[src/rtl/cic_comp_fir.sv]
// Time-multiplexed 9-tap droop compensation FIR for the CIC3 decimator.
// Optional build macro CIC_COMP_DECIM2_EN: extra decimate-by-2 on the output.
module cic_comp_fir #(
    parameter int in_width   = 21,
    parameter int out_width  = 16,
    parameter int coef_width = 16,
    parameter int TAPS       = 9,
    parameter int SHIFT      = 14
) (
    input  logic                        clk,
    input  logic                        reset,
    input  logic                        in_valid,
    input  logic signed [in_width-1:0]  in,
    output logic signed [out_width-1:0] out,
    output logic                        out_valid,
    output logic                        busy,
    output logic                        overrun
);

    localparam int PROD_W = in_width + coef_width;
    localparam int ACC_W  = PROD_W + $clog2(TAPS);
    localparam int PW     = $clog2(TAPS);

    typedef enum logic [1:0] {IDLE, MAC, ROUND, OUT} state_t;

    state_t                       state;
    logic signed [in_width-1:0]   dl [TAPS];
    logic [PW-1:0]                wp;
    logic [PW-1:0]                wp_nxt;
    logic [PW-1:0]                k;
    logic [PW:0]                  rd_sum;
    logic [PW-1:0]                rd_idx;
    logic signed [ACC_W-1:0]      acc;
    logic signed [coef_width-1:0] coef;
    logic signed [PROD_W-1:0]     prod;
    logic signed [ACC_W-1:0]      rsum;
    logic signed [ACC_W-1:0]      rsh;
    logic [ACC_W-out_width:0]     hi;
    logic signed [out_width-1:0]  sat;
    logic                         accept;
    logic                         start;

    always_comb begin
        coef = '0;
        case (k)
            PW'(0): coef = coef_width'(-256);
            PW'(1): coef = coef_width'(512);
            PW'(2): coef = coef_width'(-1024);
            PW'(3): coef = coef_width'(2048);
            PW'(4): coef = coef_width'(13824);
            PW'(5): coef = coef_width'(2048);
            PW'(6): coef = coef_width'(-1024);
            PW'(7): coef = coef_width'(512);
            PW'(8): coef = coef_width'(-256);
            default: coef = '0;
        endcase
    end

    // x[k] lives at (wp - 1 - k) mod TAPS once wp has advanced past the newest sample
    always_comb begin
        rd_sum = {1'b0, wp} + (PW+1)'(TAPS - 1) - {1'b0, k};
        if (rd_sum >= (PW+1)'(TAPS))
            rd_idx = PW'(rd_sum - (PW+1)'(TAPS));
        else
            rd_idx = rd_sum[PW-1:0];
        prod = PROD_W'(dl[rd_idx]) * PROD_W'(coef);
    end

    always_comb begin
        rsum = acc + ACC_W'(2 ** (SHIFT - 1));
        rsh  = rsum >>> SHIFT;
        hi   = rsh[ACC_W-1:out_width-1];
        if (&hi || ~|hi)
            sat = rsh[out_width-1:0];
        else if (rsh[ACC_W-1])
            sat = {1'b1, {(out_width-1){1'b0}}};
        else
            sat = {1'b0, {(out_width-1){1'b1}}};
    end

    assign wp_nxt = (wp == PW'(TAPS - 1)) ? '0 : wp + 1'b1;
    assign accept = in_valid && (state == IDLE);

`ifdef CIC_COMP_DECIM2_EN
    logic phase;

    assign start = accept && phase;

    always_ff @(posedge clk) begin
        if (reset)
            phase <= 1'b0;
        else if (accept)
            phase <= ~phase;
    end
`else
    assign start = accept;
`endif

    always_ff @(posedge clk) begin
        if (reset) begin
            state     <= IDLE;
            wp        <= '0;
            k         <= '0;
            acc       <= '0;
            out       <= '0;
            out_valid <= 1'b0;
            busy      <= 1'b0;
            overrun   <= 1'b0;
            for (int i = 0; i < TAPS; i++)
                dl[i] <= '0;
        end else begin
            out_valid <= 1'b0;
            if (in_valid && state != IDLE)
                overrun <= 1'b1;
            if (accept) begin
                dl[wp] <= in;
                wp     <= wp_nxt;
            end
            unique case (state)
                IDLE: begin
                    if (start) begin
                        acc   <= '0;
                        k     <= '0;
                        busy  <= 1'b1;
                        state <= MAC;
                    end
                end
                MAC: begin
                    acc <= acc + ACC_W'(prod);
                    if (k == PW'(TAPS - 1))
                        state <= ROUND;
                    else
                        k <= k + 1'b1;
                end
                ROUND: begin
                    out       <= sat;
                    out_valid <= 1'b1;
                    state     <= OUT;
                end
                OUT: begin
                    busy  <= 1'b0;
                    state <= IDLE;
                end
                default: state <= IDLE;
            endcase
        end
    end

endmodule

[config.mk]
export PLATFORM = sky130hd
export DESIGN_NAME = cic_comp_fir
export DESIGN_NICKNAME = d
export VERILOG_FILES = /design/src/rtl/cic_comp_fir.sv
export SDC_FILE = /design/constraint.sdc
export NUM_CORES = 1
export LEC_CHECK = 0
export CAP_MARGIN = 5
export CELL_PAD_IN_SITES_DETAIL_PLACEMENT = 1
export CELL_PAD_IN_SITES_GLOBAL_PLACEMENT = 1
export CORE_ASPECT_RATIO = 1.75
export CORE_UTILIZATION = 55
export DETAILED_ROUTE_END_ITERATION = 6
export MAX_ROUTING_LAYER = met4
export PLACE_DENSITY = 0.94
export SLEW_MARGIN = 40
export SYNTH_ARGS = -nofsm -noshare
export SYNTH_HDL_FRONTEND = slang
export SYNTH_SLANG_ARGS = --single-unit
[constraint.sdc]
create_clock -name clk -period 18.55 [get_ports clk]
set_input_delay 3.71 -clock clk [delete_from_list [all_inputs] [get_ports clk]]
set_output_delay 3.71 -clock clk [all_outputs]
set_load 0.1 [all_outputs]
### Word level (Yosys, flattened, before mapping)

Memory sizes are Yosys's and may differ from the RTL's. A register that Yosys moved wholly into a read port is not among the register bits.
Index checks and enable logic that the tools add are counted.

| storage, ports and cells | value |
|---|---|
| bits in registers | 70 |
| memory bits (writable) | 189 |
| memory bits (read-only) | 128 |
| output and inout bits | 19 |
| memories | 2 |

Memory list:

| memory | depth | width | rd ports | clocked after memory_dff | wr ports | RTL line | RTL |
|---|---|---|---|---|---|---|---|
| dl | 9 | 21 | 1 | 0 | 9 | 27 | `logic signed [in_width-1:0] dl [TAPS];` |
| (no name shown) | 16 | 8 | 1 | 1 | 0 | 45 | `case (k)` |

| cells by class | value |
|---|---|
| $add $sub $neg | 7 |
| $mul | 1 |
| magnitude comparators | 1 |
| eq/ne operators | 8 |
| multiplexer cells | 25 |
| reductions and logical operators | 15 |

Operator list:

| operator | number |
|---|---|
| case mux 41 bit (2 select lines) | 1 |
| adder 41 x 15 -> 41 bit, second input constant | 1 |
| adder 41 x 37 -> 41 bit | 1 |
| two-way mux 41 bit | 1 |
| multiplier 21 x 16 -> 37 bit | 1 |
| two-way mux 16 bit | 2 |
| two-way mux 4 bit | 7 |
| two-way mux 21 bit | 1 |
| OR reduction 21 bit | 1 |
| AND reduction 12 bit | 1 |
| OR reduction 12 bit | 1 |
| adder 4 x 1 -> 4 bit, second input constant | 2 |
| == test 4 bit, second input constant | 2 |
| two-way mux 1 bit | 8 |
| case mux 2 bit (4 select lines) | 1 |
| case mux 4 bit (2 select lines) | 1 |
| inequality test 2 bit, second input constant | 3 |
| AND reduction 2 bit | 3 |
| nonzero test 2 bit | 3 |
| adder 4 x 4 -> 5 bit, second input constant | 1 |
| greater-or-equal comparator 5 x 4 -> 1 bit, second input constant | 1 |
| subtractor 5 x 4 -> 5 bit | 1 |
| == test 2 bit, second input constant | 2 |
| two-way mux 2 bit | 2 |
| other kinds (8) | 9 |

### Longest topological paths before layout

Gate-level depths: netlist (run 1).
An unclocked memory read counts as a cell.

| depth | value |
|---|---|
| depth in word-level cells | 8 |
| gate-level depth with buffers | 37 |
| gate-level depth less buffers | 33 |

### Least setup slack after synthesis (run 1)

OpenSTA, ideal clock, no wires.

| path | value |
|---|---|
| kind | flip-flop to flip-flop |
| start | register k[1] |
| end | register acc[25] |
| library setup time | 0.117 ns |
| arrival | 8.706 ns |
| required time | 18.433 ns |
| path slack | 9.727 ns |
| cell stages (with the launch flop) | 30 |
| path buffers | 1 |
| clock period less this slack | 8.823 ns |
| path through | dfxtp_1 inv_1 ha_1 ha_1 fa_1 or3b_1 o21a_1 nor3_4 mux2i_1 nor3_1 clkbuf_1 a32o_1 nor4_4 nand2_1 fa_1 inv_1 fa_1 fa_1 fa_1 fa_1 fa_1 ha_1 nand4_1 or4_1 nand2_1 o21ai_0 a21boi_0 o21a_1 o21ai_0 a32o_1 |

| on the way | value |
|---|---|
| word-level cells in the longest chain between the ends | 7 |
| elaborated cells on any way between the ends | 8 |

Ends and longest elaborated chain:

| item | RTL line | RTL |
|---|---|---|
| start: declaration | 30 | `logic [PW-1:0] k;` |
| start signal: assignment | 133 | `k <= k + 1'b1;` |
| subtractor 5 x 4 -> 5 bit (*) | 61 | `rd_sum = {1'b0, wp} + (PW+1)'(TAPS - 1) - {1'b0, k};` |
| subtractor 4 bit or greater-or-equal comparator 5 x 4 -> 1 bit (tied branches) | 63, 62 |  |
| two-way mux 4 bit (*) | 62 | `if (rd_sum >= (PW+1)'(TAPS))` |
| memory (9 x 21 bit) (*) | -- |  |
| multiplier 21 x 16 -> 37 bit (*) | 66 | `prod = PROD_W'(dl[rd_idx]) * PROD_W'(coef);` |
| adder 41 x 37 -> 41 bit (*) | 129 | `acc <= acc + ACC_W'(prod);` |
| case mux 41 bit (2 select lines) (*) | 119 | `unique case (state)` |
| end signal: assignment | 129 |  |
| end: declaration | 33 | `logic signed [ACC_W-1:0] acc;` |

Every way passes the cells marked *; elsewhere a longest branch is shown, timed or not.
A chain may end at the register's enable or synchronous reset.

### Final worst setup path (run 1)

| path | value |
|---|---|
| start | register wp[3] |
| end | register acc[40] |

| on the way | value |
|---|---|
| word-level cells in the longest chain between the ends | 8 |
| elaborated cells on any way between the ends | 9 |

Ends and longest elaborated chain:

| item | RTL line | RTL |
|---|---|---|
| start: declaration | 28 | `logic [PW-1:0] wp;` |
| start signal: assignment | 117 | `wp <= wp_nxt;` |
| adder 4 x 4 -> 5 bit (*) | 61 |  |
| subtractor 5 x 4 -> 5 bit (*) | 61 |  |
| subtractor 4 bit or greater-or-equal comparator 5 x 4 -> 1 bit (tied branches) | 63, 62 |  |
| two-way mux 4 bit (*) | 62 |  |
| memory (9 x 21 bit) (*) | -- |  |
| multiplier 21 x 16 -> 37 bit (*) | 66 |  |
| adder 41 x 37 -> 41 bit (*) | 129 |  |
| case mux 41 bit (2 select lines) (*) | 119 |  |

Marked as above.

==> run_results.csv, run 1 <==
group,metric,value,unit
flow_run,maxCapViolations,0,
floorplan,die_x,166,um
clock_tree,htreeDepth,2,
sta,hold_violations,0,
routing,drt_iter0_drc,1295,
setup_path,slowest_stage,"o31ai_1",
clock_tree,cts_sinks,403,
synth,synth_top_family_by_area,"adder cells",
synth,netlist_area,25800,um2
synth,ys_ff_latch,403,
finish,final_nets,2586,
finish,utilization,0.604,
placement,post-dp-hpwl,54.3,mm
synth,synth-compound-area-share,0.0877,
min_path,min_path_cells,2,
synth,synth_commonest_cells,"336 x edfxtp_1, 286 x and2_1, 179 x inv_1",
clock_tree,cts_setup_buffers,0,
sta,drv_slew,0,
clock_tree,clock-root-buffer,"clkbuf_16",
setup_path,max_stage_delay,720,ps
synth,synth_sequential_area_ratio,0.443,
finish,seq_area,11400,um2
sta,worst_slew_pin_slew,862,ps
placement,io_buffers,42,
clock_tree,clk_pin_slew_worst_paths,70,ps
floorplan,ios,43,
setup_path,path_class,"reg2reg",
finish,multi_input_area,13300,um2
routing,drc_errors,5,
global_routing,grt_start_max_net_pins,73,
finish,areaGrowthSynthToFinish,8.08,%
floorplan,die_h,289,um
placement,gp_congestion,0.891,
run_status,violations,"design-rule violations",
sta,setup_viol,0,
global_routing,grt_use_total,0.342,
synth,synth_xor_area_frac,0.0156,
setup_path,crit_fanout,60,
sta,rsz0062_at_grt,"false",
synth,synthAdderAreaFrac,0.189,
routing,vias_per_cell,6.43,
sta,fin_hold_ws,471,ps
synth,yosysMostFrequentCell,"edfxtp_1",
setup_path,cp-start-kind,"flop",
clock_tree,cts-hold-fix-buffers,0,
global_routing,overflow,0,
synth,synthArstFlopShare,0,
floorplan,core_area,46200,um2
floorplan,rows,104,
clock_tree,clockBufferDepth,3,
synth,ys_top_cells_by_area,"edfxtp_1 39%, fa_1 13%, and2_1 6.9%",
clock_tree,clock_latency,570,ps
synth,synthSimpleGateAreaFrac,0.180,
synth,synth-edff-count,336,
clock_tree,cts-buffers-inserted,38,
synth,syn_inst,2273,
synth,synth_top_area_share,0.391,
routing,wl_per_cell,26.9,um
sta,layout_min_cycle_time,10830,ps
setup_path,reg2reg_depth,31,
finish,num-fill-cells,4706,
routing,wl,77.3,mm
clock_tree,cts_resized,0,
sta,fin_skew,19.8,ps
routing,dr.pass1.iters,7,
global_routing,grt_pass1_vias,21000,
synth,yosys_warnings,0,
synth,muxShareOfSynthArea,0.0376,
finish,antennaDiodeCount,0,
run_status,outcome,"finished with violations",
global_routing,antenna_found_initial,0,
global_routing,grt_pass1_wl,120,mm
synth,ys_types,68,
clock_tree,cts_tree,"done",
synth,syn_area_per_cell,11.4,um2
sta,relSlewSlack,0.423,
routing,drtAntennaViolNets,0,
setup_path,critPathCaptureType,"flop",
setup_path,arrival,11320,ps
sta,fin_crit_sh,0.584,
synth,synth_flop_cell,"edfxtp_1",
routing,vias,18500,
finish,layout-drive-gt1-share,0.0916,
sta,fmax,92.3,MHz
synth,yosys.area.top_type,"edfxtp_1",
sta,setup_tns,0,ps
synth,synth_fp_nets,2587,
floorplan,die_area,47800,um2
floorplan,start_util,0.559,
setup_path,required,19040,ps
min_path,hold_path.class,"reg2reg",
area by class of cell:
cell class,count,share of cell area
well taps,583,0.0261
repair buffers,78,0.0220
clock inverters,17,0.00574
clock buffers,44,0.0349
flip-flops and latches,403,0.410
multi-input cells,1572,0.477
inverters,179,0.0241
state kept, by name (all words and copies together) (netlist names):
| register | flops |
|---|---|
| acc | 33 |
| busy | 1 |
| coef | 5 |
| dl | 336 |
| k | 4 |
| out | 16 |
| out_valid | 1 |
| overrun | 1 |
| state | 2 |
| wp | 4 |
worst paths after layout:
check                                    startpoint                   end  slack [ps]
worst max-delay path             wp[3]$_SDFFE_PP0P_  acc[40]$_SDFFE_PP0P_        7720
worst min-delay path            out[5]$_SDFFE_PP0P_   out[5]$_SDFFE_PP0P_         470
worst max register to register   wp[3]$_SDFFE_PP0P_  acc[40]$_SDFFE_PP0P_        7720
worst min register to register  out[5]$_SDFFE_PP0P_   out[5]$_SDFFE_PP0P_         470
per-stage QoR:
| stage | cells | area (um2) | setup WS, ps |
|---|---|---|---|
| floorplan | 2273 | 25800 | 9730 |
| global placement | 2812 | 26800 | 8000 |
| detailed placement | 2815 | 26700 | 7560 |
| CTS | 2876 | 27900 | 7440 |
| global route | 2876 | 27900 | 7310 |
| finish | 2876 | 27900 | 7720 |
metal layers:
metal / routed length, um / global-route usage
met4: 5460 / 0.224
met2: 42200 / 0.633
met1: 25700 / 0.337
met3: 3980 / 0.0415
met5: 0 / -
cell families (layout without fill, tap and decap cells):
group                    count (synthesis)  count (layout)
AND/OR/NAND/NOR                        818             818
buffers and inverters                  298             318
flip-flops                             403             403
adder cells (fa/ha/maj)                290             290
AO/OA/AOI/OAI                          324             324
XOR/XNOR                                46              46
multiplexers                            94              94
placed cells by master, fill, tap and decap left out, types with 6 or more instances in the layout:
cell type,n
clkbuf_16,38
a21oi_1,68
or2_2,13
a211oi_1,18
ha_1,122
o21ai_0,86
a31oi_1,6
o21a_1,8
a21o_1,16
o21bai_1,6
a211oi_2,12
dfxtp_1,65
edfxtp_1,336
nor2b_1,26
nor4_4,21
clkdlybuf4s50_1,22
and3_1,6
nor2_2,10
clkinv_2,6
a22o_1,6
nand2_1,170
clkbuf_1,6
inv_1,179
nor3_1,13
xor2_1,23
mux2i_1,70
buf_6,6
a32o_1,45
nand3_1,152
nor2_1,55
fa_1,168
or3_1,9
nand4_1,12
buf_4,30
mux2_2,22
xnor2_1,23
and2_1,286
a22oi_1,11
buf_2,20
nand2b_1,15
critical path: cells and delay by family (launching register included):
family,cells,cell delay (ps)
AND/OR/NAND/NOR,4,1220
XOR/XNOR,1,340
adder cells (fa/ha/maj),9,4100
flip-flops,1,600
buffers and inverters,7,1390
AO/OA/AOI/OAI,10,2940
Power of run 1 is left out: the tool's default activity adds up to more than one toggle a clock period on the data nets, which glitch-free logic cannot reach.
==> run 2: changes to the inputs <==
--- a/config.mk
+++ b/config.mk
@@ -9,10 +9,10 @@
 export CELL_PAD_IN_SITES_DETAIL_PLACEMENT = 1
 export CELL_PAD_IN_SITES_GLOBAL_PLACEMENT = 1
 export CORE_ASPECT_RATIO = 1.75
-export CORE_UTILIZATION = 55
+export CORE_UTILIZATION = 47
 export DETAILED_ROUTE_END_ITERATION = 6
 export MAX_ROUTING_LAYER = met4
-export PLACE_DENSITY = 0.94
+export PLACE_DENSITY = 0.86
 export SLEW_MARGIN = 40
 export SYNTH_ARGS = -nofsm -noshare
 export SYNTH_HDL_FRONTEND = slang
==> constraint.sdc (replaced) <==
create_clock -name clk -period 9.55 [get_ports clk]
set_input_delay 1.91 -clock clk [delete_from_list [all_inputs] [get_ports clk]]
set_output_delay 1.91 -clock clk [all_outputs]
set_load 0.1 [all_outputs]
==> run 2 against run 1 <==
The flow still finishes with violations (design-rule violations). Final area grew 4.3%. Clock-buffer cell count up 2. Sequential share of layout area is 1.7 points lower. Cell count rose by 7.0%. Core utilization fell by 6.8 points. Flip-flop and latch count is the same. Largest cell class unchanged. Highest routed layer unchanged.
==> run_results.csv, run 2 (synthesis results as in run 1) <==
group,metric,value,unit
run_status,outcome,"finished with violations",
run_status,violations,"design-rule violations",
floorplan,ios,43,
floorplan,die_h,312,um
finish,top_register,"dl",
sta,setup_viol,0,
floorplan,start_util,0.475,
finish,antennaDiodeCount,0,
clock_tree,clock-root-buffer,"clkbuf_16",
sta,worst_slack,269,ps
clock_tree,clockBufferDepth,3,
finish,largest_reg_flops,336,
floorplan,core_area,54300,um2
sta,hold_violations,0,
global_routing,grt_start_max_net_pins,45,
placement,gp_congestion,0.937,
sta,worst_slew_pin_slew,775,ps
clock_tree,cts-buffers-inserted,39,
sta,drv_slew,0,
floorplan,die_x,179,um
sta,fin_crit_sh,0.972,
floorplan,die_area,55900,um2
placement,place_ws,-188,ps
global_routing,antenna_found_initial,0,
finish,areaGrowthSynthToFinish,12.8,%
finish,final_nets,2671,
min_path,hold_path.class,"reg2reg",
finish,final_common_cell,"edfxtp_1",
placement,post-dp-hpwl,53.3,mm
global_routing,grt_pass1_wl,115,mm
clock_tree,clock_latency,580,ps
setup_path,arrival,9760,ps
finish,layout-drive-gt1-share,0.134,
routing,drt_iter0_drc,1055,
setup_path,critPathCaptureType,"flop",
clock_tree,clk_pin_slew_worst_paths,60,ps
setup_path,slowest_stage,"fa_1",
routing,wl_met3,2.52,mm
finish,utilization,0.536,
setup_path,path_class,"reg2reg",
sta,fmax,108,MHz
routing,vias,18200,
sta,relSlewSlack,0.481,
setup_path,cp-start-kind,"flop",
routing,wl_per_cell,24.2,um
floorplan,rows,113,
setup_path,worst_path_most_repeated_cell,"fa_1",
finish,largest_registers,"dl: 336 flops, acc: 33 flops, out: 16 flops",
sta,fin_skew,15.7,ps
finish,final_cell_mix,"336 x edfxtp_1, 286 x and2_1, 178 x inv_1",
routing,dr.pass1.iters,7,
placement,io_buffers,42,
clock_tree,cts_sinks,403,
sta,layout_min_cycle_time,9280,ps
routing,drc_errors,8,
clock_tree,cts_tree,"done",
routing,wl,74.4,mm
routing,dr_wl_met2,42.2,mm
flow_run,maxCapViolations,0,
setup_path,crit_fanout,8,
clock_tree,htreeDepth,2,
global_routing,grt_pass1_vias,20600,
global_routing,overflow,0,
setup_path,max_stage_delay,580,ps
routing,vias_per_cell,5.91,
routing,drtAntennaViolNets,0,
global_routing,grt_use_total,0.277,
setup_path,required,10030,ps
routing,top_layer_used,"met4",
routing,wl_met1,25.9,mm
finish,num-fill-cells,5714,
run 2: cell type report:
cell class | instances | area [um2] | area share
Inverter | 179 | 672 | 0.0231
Sequential cell | 403 | 11400 | 0.393
Clock inverter | 26 | 350 | 0.0120
Tap cell | 690 | 863 | 0.0297
Clock buffer | 46 | 1020 | 0.0352
Multi-Input combinational cell | 1573 | 13400 | 0.462
Timing Repair Buffer | 161 | 1320 | 0.0452
run 2: path summary, 6_finish.rpt:
| kind | endpoint | cells past startpoint | from | slack, ps |
|---|---|---|---|---|
| min reg2reg | overrun$_SDFFE_PP0P_ | 2 | overrun$_SDFFE_PP0P_ | 470 |
| max | acc[40]$_SDFFE_PP0P_ | 29 | k[1]$_SDFFE_PP0P_ | 270 |
| min | overrun$_SDFFE_PP0P_ | 2 | overrun$_SDFFE_PP0P_ | 470 |
| max reg2reg | acc[40]$_SDFFE_PP0P_ | 29 | k[1]$_SDFFE_PP0P_ | 270 |
run 2: routing by layer:
| metal | up-vias | GRT usage |
|---|---|---|
| met2 | 506 | 0.522 |
| li1 | 8106 | - |
| met4 | 0 | 0.137 |
| met1 | 9353 | 0.276 |
| met5 | - | - |
| met3 | 225 | 0.0304 |
run 2: per-stage QoR:
stage | area (um2) | cells | hold slack [ps] | TNS, ps
after floorplan | 25800 | 2273 | 461 | 0
after global placement | 27400 | 2981 | 448 | 0
after detailed placement | 27300 | 2981 | 454 | -1020
after CTS | 28800 | 3059 | 469 | 0
after global routing | 29100 | 3078 | 480 | -38.6
final | 29100 | 3078 | 468 | 0
run 2: timing repair:
item                                    4_1_cts  5_1_grt
pin swaps                                     6        9
resized for setup                            13       34
cloned                                        1        1
hold buffers                                  0        0
endpoints found under the setup margin       14       20
setup buffers                                 5       18
run 2: worst max-delay path, delay by kind of cell, from the launching register on:
| family | cells | cell delay [ps] |
|---|---|---|
| adder cells (fa/ha/maj) | 10 | 4510 |
| AO/OA/AOI/OAI | 8 | 2170 |
| AND/OR/NAND/NOR | 5 | 1020 |
| buffers and inverters | 5 | 820 |
| flip-flops | 1 | 360 |
| multiplexers | 1 | 290 |
Power of run 2 is left out for the same reason.
